File: src/rtl/iq_sdram_writer.sv
// iq_sdram_writer: packs 24-bit IQ pairs from the RX sample FIFO into 32-bit
// words, buffers them, and writes them as pipelined Wishbone bursts into a
// circular SDRAM region.
module iq_sdram_writer #(
    parameter int unsigned            IQ_PAIR_WIDTH = 24,
    parameter int unsigned            DATA_WIDTH    = 32,
    parameter int unsigned            ADDR_WIDTH    = 24,
    parameter logic [ADDR_WIDTH-1:0]  BASE_ADDR     = ADDR_WIDTH'(24'h000000),
    parameter logic [ADDR_WIDTH-1:0]  RING_WORDS    = ADDR_WIDTH'(24'h100000),
    parameter int unsigned            BURST_LEN     = 4,
    parameter int unsigned            BUF_DEPTH     = 8
) (
    input  logic                     clk,
    input  logic                     reset_n,
    input  logic                     enable,
    input  logic                     fifo_empty,
    input  logic [IQ_PAIR_WIDTH-1:0] fifo_data,
    output logic                     fifo_rd,
    output logic                     cyc_o,
    output logic                     stb_o,
    output logic                     we_o,
    output logic [ADDR_WIDTH-1:0]    addr_o,
    output logic [DATA_WIDTH-1:0]    data_o,
    input  logic                     stall_i,
    input  logic                     ack_i,
    output logic [ADDR_WIDTH-1:0]    wr_ptr,
    output logic [15:0]              wrap_cnt,
    output logic                     busy
);

    localparam int unsigned IDX_W = $clog2(BUF_DEPTH);
    localparam int unsigned CNT_W = $clog2(BUF_DEPTH + 1);

    localparam logic [CNT_W-1:0]      BURST_N   = CNT_W'(BURST_LEN);
    localparam logic [CNT_W-1:0]      RD_LIMIT  = CNT_W'(BUF_DEPTH - 2);
    localparam logic [CNT_W-1:0]      FULL_N    = CNT_W'(BUF_DEPTH);
    localparam logic [ADDR_WIDTH-1:0] LAST_ADDR = BASE_ADDR + RING_WORDS - ADDR_WIDTH'(1);

    typedef enum logic {
        S_IDLE,
        S_BURST
    } state_t;

    // Packer state
    logic                  rd_pending;
    logic                  flush_pending;
    logic [1:0]            phase;
    logic [23:0]           residue;
    logic [1:0]            phase_nxt;
    logic [23:0]           residue_nxt;
    logic                  push_c;
    logic [DATA_WIDTH-1:0] push_data_c;
    logic                  flush_set_c;

    // Word buffer
    logic [DATA_WIDTH-1:0] mem [BUF_DEPTH];
    logic [IDX_W-1:0]      wr_idx;
    logic [IDX_W-1:0]      rd_idx;
    logic [CNT_W-1:0]      buf_cnt;
    logic                  pop_c;

    // Wishbone master
    state_t                state;
    logic [CNT_W-1:0]      burst_n;
    logic [CNT_W-1:0]      acc_cnt;
    logic [CNT_W-1:0]      ack_cnt;
    logic                  start_c;
    logic [CNT_W-1:0]      start_len_c;
    logic                  accept_c;
    logic                  ack_c;
    logic                  wrap_c;
    logic [ADDR_WIDTH-1:0] ptr_nxt_c;
    logic [IDX_W-1:0]      rd_idx_nxt_c;

    // Read strobe: stop two entries short of full so in-flight samples still fit
    assign fifo_rd = reset_n & enable & ~fifo_empty & (buf_cnt <= RD_LIMIT) & ~flush_pending;

    // Partial-word flush is only scheduled when the buffer has a free slot
    assign flush_set_c = ~enable & ~rd_pending & (phase != 2'd0) & ~flush_pending
                       & (buf_cnt != FULL_N);

    // Little-endian 4-samples-into-3-words packer plus residue flush
    always_comb begin
        push_c      = 1'b0;
        push_data_c = '0;
        phase_nxt   = phase;
        residue_nxt = residue;
        if (rd_pending) begin
            case (phase)
                2'd0: begin
                    residue_nxt = 24'(fifo_data);
                    phase_nxt   = 2'd1;
                end
                2'd1: begin
                    push_c      = 1'b1;
                    push_data_c = {fifo_data[7:0], residue};
                    residue_nxt = {8'h00, fifo_data[23:8]};
                    phase_nxt   = 2'd2;
                end
                2'd2: begin
                    push_c      = 1'b1;
                    push_data_c = {fifo_data[15:0], residue[15:0]};
                    residue_nxt = {16'h0000, fifo_data[23:16]};
                    phase_nxt   = 2'd3;
                end
                default: begin
                    push_c      = 1'b1;
                    push_data_c = {fifo_data[23:0], residue[7:0]};
                    residue_nxt = '0;
                    phase_nxt   = 2'd0;
                end
            endcase
        end else if (flush_pending) begin
            push_c      = 1'b1;
            push_data_c = {8'h00, residue};
            residue_nxt = '0;
            phase_nxt   = 2'd0;
        end
    end

    // Packer registers: pending-read flag, phase, residue, flush request
    always_ff @(posedge clk or negedge reset_n) begin
        if (!reset_n) begin
            rd_pending    <= 1'b0;
            flush_pending <= 1'b0;
            phase         <= 2'd0;
            residue       <= '0;
        end else begin
            rd_pending    <= fifo_rd;
            flush_pending <= flush_set_c;
            phase         <= phase_nxt;
            residue       <= residue_nxt;
        end
    end

    // Buffer storage; written only into free slots, so no reset needed
    always_ff @(posedge clk) begin
        if (push_c) begin
            mem[wr_idx] <= push_data_c;
        end
    end

    // Buffer pointers and occupancy
    always_ff @(posedge clk or negedge reset_n) begin
        if (!reset_n) begin
            wr_idx  <= '0;
            rd_idx  <= '0;
            buf_cnt <= '0;
        end else begin
            if (push_c) begin
                wr_idx <= wr_idx + IDX_W'(1);
            end
            if (pop_c) begin
                rd_idx <= rd_idx_nxt_c;
            end
            case ({push_c, pop_c})
                2'b10:   buf_cnt <= buf_cnt + CNT_W'(1);
                2'b01:   buf_cnt <= buf_cnt - CNT_W'(1);
                default: buf_cnt <= buf_cnt;
            endcase
        end
    end

    assign start_c = (buf_cnt >= BURST_N)
                   | (~enable & (phase == 2'd0) & ~rd_pending & (buf_cnt != '0));
    assign start_len_c  = (buf_cnt >= BURST_N) ? BURST_N : buf_cnt;
    assign accept_c     = (state == S_BURST) & stb_o & ~stall_i;
    assign ack_c        = (state == S_BURST) & cyc_o & ack_i & (ack_cnt < burst_n);
    assign pop_c        = accept_c;
    assign wrap_c       = (wr_ptr == LAST_ADDR);
    assign ptr_nxt_c    = wrap_c ? BASE_ADDR : wr_ptr + ADDR_WIDTH'(1);
    assign rd_idx_nxt_c = rd_idx + IDX_W'(1);

    // Wishbone burst FSM with ring pointer and wrap counter
    always_ff @(posedge clk or negedge reset_n) begin
        if (!reset_n) begin
            state    <= S_IDLE;
            cyc_o    <= 1'b0;
            stb_o    <= 1'b0;
            we_o     <= 1'b0;
            addr_o   <= '0;
            data_o   <= '0;
            wr_ptr   <= BASE_ADDR;
            wrap_cnt <= '0;
            burst_n  <= '0;
            acc_cnt  <= '0;
            ack_cnt  <= '0;
        end else begin
            case (state)
                S_IDLE: begin
                    if (start_c) begin
                        state   <= S_BURST;
                        cyc_o   <= 1'b1;
                        stb_o   <= 1'b1;
                        we_o    <= 1'b1;
                        addr_o  <= wr_ptr;
                        data_o  <= mem[rd_idx];
                        burst_n <= start_len_c;
                        acc_cnt <= '0;
                        ack_cnt <= '0;
                    end
                end
                S_BURST: begin
                    if (accept_c) begin
                        acc_cnt <= acc_cnt + CNT_W'(1);
                        wr_ptr  <= ptr_nxt_c;
                        if (wrap_c && (wrap_cnt != 16'hFFFF)) begin
                            wrap_cnt <= wrap_cnt + 16'd1;
                        end
                        if ((acc_cnt + CNT_W'(1)) == burst_n) begin
                            stb_o <= 1'b0;
                        end else begin
                            addr_o <= ptr_nxt_c;
                            data_o <= mem[rd_idx_nxt_c];
                        end
                    end
                    if (ack_c) begin
                        ack_cnt <= ack_cnt + CNT_W'(1);
                        if ((ack_cnt + CNT_W'(1)) == burst_n) begin
                            state <= S_IDLE;
                            cyc_o <= 1'b0;
                            stb_o <= 1'b0;
                            we_o  <= 1'b0;
                        end
                    end
                end
            endcase
        end
    end

    assign busy = rd_pending | (phase != 2'd0) | (buf_cnt != '0) | cyc_o;

endmodule

File: config.mk
export PLATFORM = sky130hd
export DESIGN_NAME = iq_sdram_writer
export DESIGN_NICKNAME = d
export VERILOG_FILES = /design/src/rtl/iq_sdram_writer.sv
export SDC_FILE = /design/constraint.sdc
export NUM_CORES = 1
export LEC_CHECK = 0
export CAP_MARGIN = 25
export CORE_MARGIN = 1
export CORE_UTILIZATION = 55
export DETAILED_ROUTE_END_ITERATION = 10
export HOLD_SLACK_MARGIN = 0.05
export PLACE_DENSITY = 0.73
export SLEW_MARGIN = 0
export SYNTH_ARGS = -nofsm -noshare
export SYNTH_HDL_FRONTEND = slang
export SYNTH_SLANG_ARGS = --single-unit
File: constraint.sdc
create_clock -name clk -period 9.05 [get_ports clk]
set_clock_uncertainty 0.05 [all_clocks]
set_input_delay 0.905 -clock clk [delete_from_list [all_inputs] [get_ports clk]]
set_output_delay 0.905 -clock clk [all_outputs]
set_load 0.02 [all_outputs]
==> summary.md <==
| Metric | Value |
|---|---|
| Post-CTS Setup Repair Bufs | 0 |
| CTS sink count | 405 |
| Crit start category | flop |
| Top FF cell, synth | edfxtp_1 |
| Net count, final | 1487 |
| Min cycle time layout | 3.66 ns |
| Starting density of the core | 0.562 |
| Syn_nets | 1388 |
| Top Layer Used | met4 |
| Share of the synthesized area in the top cell type | 0.393 |
| Area grow syn2layout | 16.7% |
| Congestion Overflow GR | 0 |
| Pins Over Slew Limit | 0 |
| Worst Path Required | 9.43 ns |
| Largest family of logic cells by synthesized area | multiplexers |
| H-tree depth | 2 |
| Drc violations | 0 |
| Ys async rst share | 0.368 |
| Initial antenna violation count | 1 |
| Worst Path Max Fanout | 41 |
| # IOs | 131 |
| Hold Fails Final Rpt | 0 |
| Syn Area/Cell | 14.6 µm² |
| Worst-path clk slew | 0.06 ns |
| Hold Slack | 0.224 ns |
| Status | finished, final reports clean |
| Synth top cells by count | edfxtp_1, dfrtp_1, mux4_2 |
| Vias in the first global route | 12400 |
| Area leader, netlist | edfxtp_1 |
| DR WL/cell | 23.2 µm |
| Worst R2R Setup Slack | 5.39 ns |
| RSZ-0062 raised after global routing | false |
| Hold Path Class | input pin to asynchronous set/reset pin |
| Setup crit start | rd_idx[0] |
| Total track usage | 0.252 |
| Clock Latency Late Sink | 0.55 ns |
| Total number of yosys warnings | 0 |
| Via count | 12400 |
| Critical path class | flop to flop |
| DP Area | 21300 µm² |
| Largest net degree at the start of global routing | 70 |
| Worst R2R Start | rd_idx[0] |
| Fmax | 273 MHz |
| Iter 0 DRT Violations | 1282 |
| Slew @ Worst Pin | 1.02 ns |
| Initial DRT Pass Iterations | 6 |
| Max-cap violations | 0 |
| Port-buffer cells | 130 |
| Clock buffer depth | 3 |
| Critical Path Sink Type | flop |
| Mapped Cells | 1340 |
| Number of synthesized flops with an enable pin | 256 |
| Synth top area cells | edfxtp_1, dfrtp_1, mux4_2, mux2_2, mux2i_1 |
| Compound-cell area share of the yosys netlist | 0.0796 |
| Worst slew margin | 0.317 |
| Met3 wire len | 3.49 mm |
| Worst R2R Path Depth | 6 |
| Leakage | 8.17 nW |
| CTS buffer count | 43 |
| TritonCTS clock tree | yes |
| Hold buffers post-CTS | 0 |
| Post-synthesis cell area | 19600 µm² |
| Post-cts sizing count | 0 |
| GPL Wtd Cong | 0.863 |
| Metal2 WL | 21.5 mm |
| Diode count | 0 |
| Post-Synth Simple-Gate Area | 0.0757 |
| Final worst-path cycle share | 0.404 |
| Flip-flop and latch count after synthesis | 405 |
| PnR Total Power | 7.58 mW |
| Cell variety after synth | 63 |
| Die Width | 191 µm |
| Adder-Cell Fraction of Synth Area | 0.0119 |
| Die H | 191 µm |
| Setup_tns | 0 ns |
| Drt via density | 6.45 |
| DP HPWL | 26.7 mm |
| Post-synthesis mux area share | 0.198 |
| Part of the Yosys area used for sequential elements | 0.583 |
| Die footprint | 36300 µm² |
| DRT met1 WL | 19.0 mm |
| Synth Area in XOR/XNOR | 0.0260 |
| Final setup fails | 0 |
| Final WL | 44.8 mm |
| Root Driver | clkbuf_16 |
| Core Area | 34800 µm² |
| Final Cell Area | 22800 µm² |
| Peak supply drop | 290 µV |
| CP Data Arrival Time | 4.04 ns |
| Most common cell in the netlist | edfxtp_1 |
| # fillers | 2451 |
| Final antenna-violating net count | 0 |
| First-pass GRT wire length | 70.1 mm |
| Share of layout cells above drive strength 1 | 0.200 |
| Cell Pwr Density | 332 nW/µm² |
| FP Rows | 68 |
[sequential cells by signal, summed over array words and instances, names as in the netlist]
register	flops
burst_n	4
mem	256
rd_idx	3
we_o	1
buf_cnt	4
acc_cnt	4
data_o	32
flush_pending	1
wrap_cnt	16
addr_o	24
phase	2
wr_idx	3
wr_ptr	24
state	1
stb_o	1
rd_pending	1
ack_cnt	4
residue	24
[kinds of logic after synthesis]
kind of cell | count (synthesis)
AO/OA/AOI/OAI | 231
XOR/XNOR | 58
adder cells (fa/ha/maj) | 18
buffers and inverters | 123
flip-flops | 405
multiplexers | 221
AND/OR/NAND/NOR | 284
[worst max-delay path: stages, from the launching register on]
cell and delay [ns]:
dfrtp_4 0.73, ha_4 0.82, buf_4 0.67, mux4_2 0.60, mux2i_1 0.17, a21oi_1 0.12
mux2_2 0.31
[where the power goes]
group,leakage (nW),switching [mW],internal (mW)
clock network,0.729,0.718,1.12
registers,4.20,0.291,2.33
logic,3.25,1.57,1.56
total,8.17,2.58,5.00
[metrics by stage]
step / utilization / cells / worst slack, ns
floorplan: - / 1340 / 5.00
global placement: 0.612 / 1848 / 5.02
detailed placement: 0.612 / 1848 / 4.94
CTS: 0.655 / 1928 / 5.10
global route: 0.656 / 1929 / 5.11
finish: 0.656 / 1929 / 5.39
[worst paths after layout]
kind                              end
max in group asynchronous       state
max reg2reg                data_o[15]
max                        data_o[15]
min reg2reg                residue[5]
min                        addr_o[14]
min in group clk           residue[5]
[area by class of cell]
cell class,count,area [µm²],share of cell area
Sequential cell,405,11400,0.500
Multi-Input combinational cell,812,7770,0.340
Timing Repair Buffer,151,1480,0.0648
Clock buffer,56,1210,0.0529
Tap cell,455,569,0.0249
Clock inverter,24,287,0.0125
Inverter,26,97.6,0.00427
[cells in the final DEF, fill, tap and decap left out, types with 6 or more instances in the layout]
cell	n
mux4_2	128
nor2_4	6
nor2b_1	36
mux2_2	56
a32o_1	8
a211oi_1	33
inv_1	25
clkdlybuf4s50_1	129
bufinv_16	6
a21oi_1	49
edfxtp_1	256
clkbuf_1	7
nor2_1	28
xor2_1	21
clkbuf_16	45
and3_1	9
clkinv_1	7
a22oi_1	24
nand2_1	76
mux2i_1	37
clkinv_2	7
a222oi_1	8
nand2b_1	6
nor3_1	25
o31ai_1	7
xnor2_1	36
a22o_1	17
nand3_1	27
dfrtp_1	145
buf_4	20
and2_1	19
ha_1	16
nand4_1	20
o21ai_0	56
[per-layer routing]
layer  track usage  up-vias
met5             0        -
met4        0.0658        0
met3        0.0377       68
met2         0.400      533
met1         0.366     6374
li1              -     5470
Note: power is estimated with default switching activity, not from simulation.
